File: src/rtl/spi_master.sv
// SPI master, mode 0 (sclk idles low, data sampled on rising sclk), MSB first.
// One 8-bit transfer per accepted start. The frame is SETUP, SHIFT and HOLD, and
// cs_n stays low for 18*CLK_DIV clock_in cycles. done pulses for one cycle when
// the frame ends.
// Optional build macro SPI_MASTER_LOOPBACK_EN: the receive path samples the
// internal mosi bit instead of the miso pin. The external pins are unchanged.
module spi_master #(
  parameter int CLK_DIV = 4
) (
  input  logic       clock_in,
  input  logic       rst_n,
  input  logic       start,
  input  logic [7:0] tx_data,
  output logic [7:0] rx_data,
  output logic       busy,
  output logic       done,
  output logic       sclk,
  output logic       cs_n,
  output logic       mosi,
  input  logic       miso
);

  typedef enum logic [2:0] {
    ST_IDLE  = 3'd0,
    ST_SETUP = 3'd1,
    ST_SHIFT = 3'd2,
    ST_HOLD  = 3'd3,
    ST_DONE  = 3'd4
  } state_t;

  // Last divider count of a phase; every phase lasts CLK_DIV cycles.
  localparam logic [7:0] DIV_LAST = 8'(CLK_DIV - 1);

  state_t     r_state;
  state_t     w_state_next;
  logic [7:0] r_div;
  logic [2:0] r_bit;
  logic [7:0] r_tx_shift;
  logic [7:0] r_rx_shift;
  logic [7:0] r_rx_data;
  logic       r_sclk;

  logic       w_phase_end;
  logic       w_accept;
  logic       w_rise;
  logic       w_fall;
  logic       w_active;
  logic       w_mosi;
  logic       w_rx_bit;

  assign w_phase_end = (r_div == DIV_LAST);
  // A new request is taken while idle and also in the DONE cycle. This allows
  // back-to-back frames with cs_n high for exactly one cycle.
  assign w_accept    = start && ((r_state == ST_IDLE) || (r_state == ST_DONE));
  assign w_active    = (r_state == ST_SETUP) || (r_state == ST_SHIFT) || (r_state == ST_HOLD);
  // mosi shows the top of the shift register during the frame. It drives 0 otherwise.
  assign w_mosi      = w_active ? r_tx_shift[7] : 1'b0;

`ifdef SPI_MASTER_LOOPBACK_EN
  logic w_unused_miso;
  assign w_unused_miso = miso;
  assign w_rx_bit      = w_mosi;
`else
  assign w_rx_bit      = miso;
`endif

  assign busy    = w_active;
  assign done    = (r_state == ST_DONE);
  assign cs_n    = ~w_active;
  assign sclk    = r_sclk;
  assign mosi    = w_mosi;
  assign rx_data = r_rx_data;

  // State register; reset returns to IDLE immediately and aborts any frame.
  always_ff @(posedge clock_in) begin
    if (!rst_n) begin
      r_state <= ST_IDLE;
    end else begin
      r_state <= w_state_next;
    end
  end

  // Next state and the sclk edge strobes for this cycle.
  always_comb begin
    w_state_next = r_state;
    w_rise       = 1'b0;
    w_fall       = 1'b0;
    case (r_state)
      ST_IDLE: begin
        if (start) w_state_next = ST_SETUP;
      end
      ST_SETUP: begin
        // Leaving SETUP raises sclk for the first bit.
        if (w_phase_end) begin
          w_state_next = ST_SHIFT;
          w_rise       = 1'b1;
        end
      end
      ST_SHIFT: begin
        if (w_phase_end) begin
          if (r_sclk) begin
            w_fall = 1'b1;
          end else if (r_bit == 3'd0) begin
            // The low phase of bit 0 is complete, so do not start a ninth bit.
            w_state_next = ST_HOLD;
          end else begin
            w_rise = 1'b1;
          end
        end
      end
      ST_HOLD: begin
        if (w_phase_end) w_state_next = ST_DONE;
      end
      ST_DONE: begin
        w_state_next = start ? ST_SETUP : ST_IDLE;
      end
      default: begin
        w_state_next = ST_IDLE;
      end
    endcase
  end

  // Datapath: divider, bit counter, sclk, both shift registers and the rx result.
  always_ff @(posedge clock_in) begin
    if (!rst_n) begin
      r_div      <= 8'd0;
      r_bit      <= 3'd0;
      r_tx_shift <= 8'd0;
      r_rx_shift <= 8'd0;
      r_rx_data  <= 8'd0;
      r_sclk     <= 1'b0;
    end else begin
      // The divider restarts at each state entry and at each sclk toggle.
      if ((w_state_next != r_state) || w_rise || w_fall) begin
        r_div <= 8'd0;
      end else if (w_active) begin
        r_div <= r_div + 8'd1;
      end

      if (w_accept) begin
        r_tx_shift <= tx_data;
        r_rx_shift <= 8'd0;
        r_bit      <= 3'd7;
      end

      // Rising sclk: sample the receive bit, and move to the next bit after the first.
      if (w_rise) begin
        r_sclk     <= 1'b1;
        r_rx_shift <= {r_rx_shift[6:0], w_rx_bit};
        if (r_state == ST_SHIFT) r_bit <= r_bit - 3'd1;
      end

      // Falling sclk: present the next mosi bit. Bit 0 holds until the frame ends.
      if (w_fall) begin
        r_sclk <= 1'b0;
        if (r_bit != 3'd0) r_tx_shift <= {r_tx_shift[6:0], 1'b0};
      end

      if ((r_state == ST_HOLD) && (w_state_next == ST_DONE)) begin
        r_rx_data <= r_rx_shift;
      end
    end
  end

endmodule

File: config.mk
export PLATFORM = sky130hd
export DESIGN_NAME = spi_master
export DESIGN_NICKNAME = d
export VERILOG_FILES = /design/src/rtl/spi_master.sv
export SDC_FILE = /design/constraint.sdc
export NUM_CORES = 1
export LEC_CHECK = 0
export ABC_AREA = 1
export CORE_MARGIN = 2
export CORE_UTILIZATION = 50
export CTS_BUF_LIST = sky130_fd_sc_hd__clkbuf_4
export DETAILED_ROUTE_END_ITERATION = 12
export PLACE_DENSITY = 0.79
export SYNTH_ARGS = -nofsm -noshare
export SYNTH_HDL_FRONTEND = slang
export SYNTH_SLANG_ARGS = --single-unit
export TNS_END_PERCENT = 5
File: constraint.sdc
create_clock -name clock_in -period 1.53 [get_ports clock_in]
set_input_delay 0.459 -clock clock_in [delete_from_list [all_inputs] [get_ports clock_in]]
set_output_delay 0.459 -clock clock_in [all_outputs]
set_load 0.005 [all_outputs]
# Yosys cells after proc, flatten, opt, wreduce, memory -nomap -nowiden
# Index checks and enable logic that the tools add are counted.
[op_classes]
n_addsub = 2
eq_ne = 7
n_mux = 25
bitwise = 2
n_reduce_logical = 13
[op_table]
columns = ["cell", "count"]
rows = [
  ["two-way mux 8 bit", 5],
  ["two-way mux 3 bit", 9],
  ["case mux 3 bit (5 select lines)", 1],
  ["two-way mux 1 bit", 9],
  ["adder 8 x 1 -> 8 bit, second input constant", 1],
  ["equality test 8 x 2 -> 1 bit, second input constant", 1],
  ["equality test 3 x 2 -> 1 bit, second input constant", 2],
  ["equality test 3 bit, second input constant", 2],
  ["zero test 3 bit", 2],
  ["logical OR 1 bit", 5],
  ["OR reduction 2 bit", 2],
  ["equality test 3 x 1 -> 1 bit, second input constant", 1],
  ["!= test 3 bit", 1],
  ["nonzero test 3 bit", 1],
  ["subtractor 3 x 1 -> 3 bit, second input constant", 1],
  ["logical AND 1 bit", 2],
  ["NOT 1 bit", 2],
  ["case mux 1 bit (2 select lines)", 1],
  ["nonzero test 2 bit", 1],
]
[word_totals]
reg_bits = 39
input_bits = 12
output_inout_bits = 13
wordCells = 56

# Depth between registers and ports, before layout
[depth]
ltp_word = 9
mapped_depth = 11
mapped_depth_nobuf = 11

# Worst setup path before layout
# No wires, ideal clock.
[synth_path]
path_kind = "register to register"
startpoint = "register r_div[0]"
endpoint = "register r_div[6]"
setup_time_ns = 0.116
t_arrival_ns = 1.390
required_ns = 1.414
path_slack_ns = 0.024
stages_incl_launch_ff = 9
n_path_buf = 0
synth_period_minus_slack_ns = 1.506
cell_sequence = "dfxtp_1 ha_1 nand2_1 nor2_4 nand3_2 nand2_4 nor2_1 nand3_4 nor2_1"
[synth_between]
elab_chain_cells = 7
word_cells_on_any_way = 15
cone_classes = "add/sub (1); eq/ne (2); mux (9); reduce/logical (3)"
[synth_rtl]
columns = ["item", "line", "rtl"]
rows = [
  ["start: declaration", "36", "logic [7:0] r_div;"],
  ["start signal: assignment", "137", "r_div <= r_div + 8'd1;"],
  ["equality test 8 x 2 -> 1 bit", "51", "assign w_phase_end = (r_div == DIV_LAST);"],
  ["two-way mux 3 bit, on equally long branches", "112, 100, 94", ""],
  ["case mux 3 bit (5 select lines)", "88", "case (r_state)"],
  ["!= test 3 bit", "134", "if ((w_state_next != r_state) || w_rise || w_fall) begin"],
  ["logical OR 1 bit (2 in a row)", "134", ""],
  ["OR reduction 2 bit (no line)", "--", ""],
]
# Several ways; a longest one is shown, not always the timed one.
# A chain may end at the register's enable or synchronous reset.

# Worst setup path after layout
[layout_path]
startpoint = "register r_state[0]"
endpoint = "output mosi"
[layout_between]
elab_chain_cells = 4
word_cells_on_any_way = 6
cone_classes = "eq/ne (3); mux (1); reduce/logical (2)"
[layout_rtl]
columns = ["item", "line", "rtl"]
rows = [
  ["start: declaration", "34", "state_t r_state;"],
  ["start signal: assignment", "79", "r_state <= w_state_next;"],
  ["equality test 3 x 1 -> 1 bit or equality test 3 x 2 -> 1 bit (tied branches)", "55", "assign w_active = (r_state == ST_SETUP) || (r_state == ST_SHIFT) || (r_state == ST_HOLD);"],
  ["logical OR 1 bit", "55", ""],
  ["logical OR 1 bit (*)", "55", ""],
  ["two-way mux 1 bit (*)", "57", "assign w_mosi = w_active ? r_tx_shift[7] : 1'b0;"],
  ["end: declaration", "19", "output logic mosi,"],
]
# Mark *: on every way between the ends. The rest lies on a longest branch, timed or not.

==> flow_summary.ini <==
[synth]
syn_nets = 264
ys_async_sr_fraction = 0
yosysUniqueCellTypes = 27
syn-cell-area_um2 = 1826
synth_seq_cells = 39
synth_edf_count = 0
netlist_instances = 249
yosys_warnings = 0
ys_seq_area_frac = 0.4277
syn_area_per_cell_um2 = 7.331
ys.flop_type = dfxtp_1

[detailed_routing]
drc = 0
vias = 1712
wl_per_cell_um = 10.79
first_pass_iters = 4
routed_wl_um = 3764
ant_nets = 0
viasPerCell = 4.905
drt_iter0_drc = 123

[timing]
worst_slack_ns = -0.06541
fin_setup_tns_ns = -0.1318
rsz0062_at_grt = yes
period_minus_slack_ns = 1.595
hold_viol_final = 0
skew_ns = 0.02121
max_freq_mhz = 626.8
setup_viol = 3
slew_headroom = 0.8251
worst_pin_slew_ns = 0.2618
fin_crit_sh = 1.043
slew_violations = 0

[min_path]
worstHoldPathType = reg2reg
hold_start = r_tx_shift[0]$_SDFF_PN0_

[power_and_ir_drop]
cellPowerDensity_nw_per_um2 = 800.6
combinationalPowerShare = 0.121
pwr-share-clk = 0.344
p_leak_nw = 1.068
internal_power_w = 0.001494
total_power_w = 0.001966
switching_share = 0.2405
netSwitchingPower_w = 0.0004730
vdd_drop_max_v = 0.0006309
seq_power_share = 0.535

[run_status]
status = finished with violations
violations = negative setup slack

[cts]
cts_tree = yes
clock_sinks = 39
cts_buffers = 5
htree_levels = 2
clk_pin_slew_ns = 0.12
clock_latency_ns = 0.35
cts-root-buf = clkbuf_4
hold_buffers = 0
clockBufferDepth = 2

[critical_path]
required_ns = 1.07
worstPathMaxFanout = 3
cp-startpoint = r_state[0]$_SDFF_PN0_
worstSetupPathType = reg2out
cp-end-kind = output pin
r2r_start = r_state[2]$_SDFF_PN0_
worstPathArrival_ns = 1.14
ff2ff_setup_slack_ns = 0.03
crit_path_start_kind = register

[floorplanning]
chipWidth_um = 64.43
core-area_um2 = 3416
io_pins = 25
fp-row-count = 21
initial_core_util = 0.5344
dieArea_um2 = 4151
die_h_um = 64.43

[global_route]
grt_pass1_wl_um = 6665
track_usage = 0.2046
grt_max_degree = 20
overflow = 0
grt_pass1_vias = 1598
antenna_found_initial = 0

[layout]
seq_area_um2 = 804.5
layout-drive-gt1-share = 0.2772
fin_area_um2 = 2456
fin_nets = 317
utilization = 0.7190
antenna_cells = 0
multi_input_comb_area_um2 = 972.2
fill_cells = 267
syn2layout_area_growth_pct = 34.54

[flow_run]
drv_cap = 0

[place]
post-dp-hpwl_um = 2734
placed_area_um2 = 2300
portBuffers = 24
place_congestion = 0.8600
dpl_worst_slack_ns = -0.1980
cell usage after synthesis, types with 2 or more instances:
cell type   n  area [µm²]
nand3_1     3       15.01
nor2_1     48       180.2
nand3_2     2       20.02
dfxtp_1    39       780.8
buf_2       4       20.02
nand4_1     9       56.30
inv_1      20       75.07
nor2_4      4       45.04
a21oi_1    13       65.06
clkbuf_1    2       7.510
nor3_1     17       85.08
ha_1        3       37.54
inv_2       3       11.26
nand2_1    50       187.7
o21ai_0    12       60.06
xor2_1      7       61.31
a31oi_1     3       18.77
area by class of cell:
class,instances,area share
clock buffer,5,0.01528
clock inverter,3,0.01783
inverter,23,0.03515
multi-input combinational,179,0.3958
sequential,39,0.3276
tap,46,0.02343
timing repair buffer,54,0.1849
cells by family after synthesis:
kind of cell               Yosys count  synth area share
and+or+nand+nor                    139            0.3612
buffers and inverters               31           0.06854
adders and majority gates            3           0.02056
DFF                                 39            0.4277
AOI/OAI and AO/OA                   29           0.08362
xor gates and xnor gates             8           0.03838
through the flow:
step | std cells | hold WS, ns
final | 349 | 0.4633
after global routing | 349 | 0.4921
after CTS | 347 | 0.4671
after detailed placement | 338 | 0.4485
after global placement | 338 | 0.4488
after floorplan | 249 | 0.4297
power groups by stage:
stage          clock network [W]  registers (W)  logic, W
6_report                0.000676        0.00105  0.000238
5_1_grt                 0.000738        0.00105  0.000270
3_3_place_gp                   0        0.00108  0.000223
4_1_cts                 0.000694        0.00105  0.000231
3_5_place_dp                   0        0.00108  0.000228
2_1_floorplan                  0        0.00107  0.000135
timing repair:
action | CTS | global route
gates resized for setup | 41 | 18
pin swaps | 2 | 4
setup endpoints to repair | 31 | 30
setup buffers | 1 | 2
sequential cells by signal, indices dropped and copies added (netlist names):
| signal | count |
|---|---|
| r_tx_shift | 8 |
| r_bit | 3 |
| r_rx_shift | 8 |
| r_div | 8 |
| rx_data | 8 |
| r_state | 3 |
| sclk | 1 |
critical path: stages (launching register included):
cell     delay [ns]
dfxtp_2        0.38
nor2_4         0.06
nor2_4         0.11
inv_2          0.05
nor2_2         0.08
buf_2          0.12
final timing paths:
path / end / depth (start not counted)
max: mosi / 5
max reg2reg: r_div[4]$_SDFFE_PP0N_ / 10
min: r_tx_shift[1]$_SDFF_PN0_ / 2
min reg2reg: r_tx_shift[1]$_SDFF_PN0_ / 2
layout by cell type, fill, tap and decap left out, drive strengths merged:
cell type | synthesis | final
o21ai | 12 | 12
dlymetal6s2s | 0 | 1
nor2 | 53 | 53
nand3b | 1 | 1
nor4 | 1 | 1
nand4 | 10 | 10
ha | 3 | 3
dlygate4sd2 | 0 | 8
clkbuf | 2 | 7
buf | 6 | 32
a31oi | 3 | 3
clkinv | 0 | 2
xnor2 | 1 | 1
inv | 23 | 23
clkdlybuf4s50 | 0 | 11
bufinv | 0 | 1
a21oi | 13 | 13
dfxtp | 39 | 39
nand3 | 6 | 6
nand2 | 51 | 51
xor2 | 7 | 7
nor3 | 17 | 17
o2111ai | 1 | 1
layer usage:
metal,up-vias,GRT usage,wire length [µm]
li1,915,-,-
met1,753,0.2448,1670
met2,38,0.3529,1862
met3,6,0.05208,171
met4,0,0.07713,59
met5,-,0,0
Note: power is estimated with default switching activity, not from simulation.
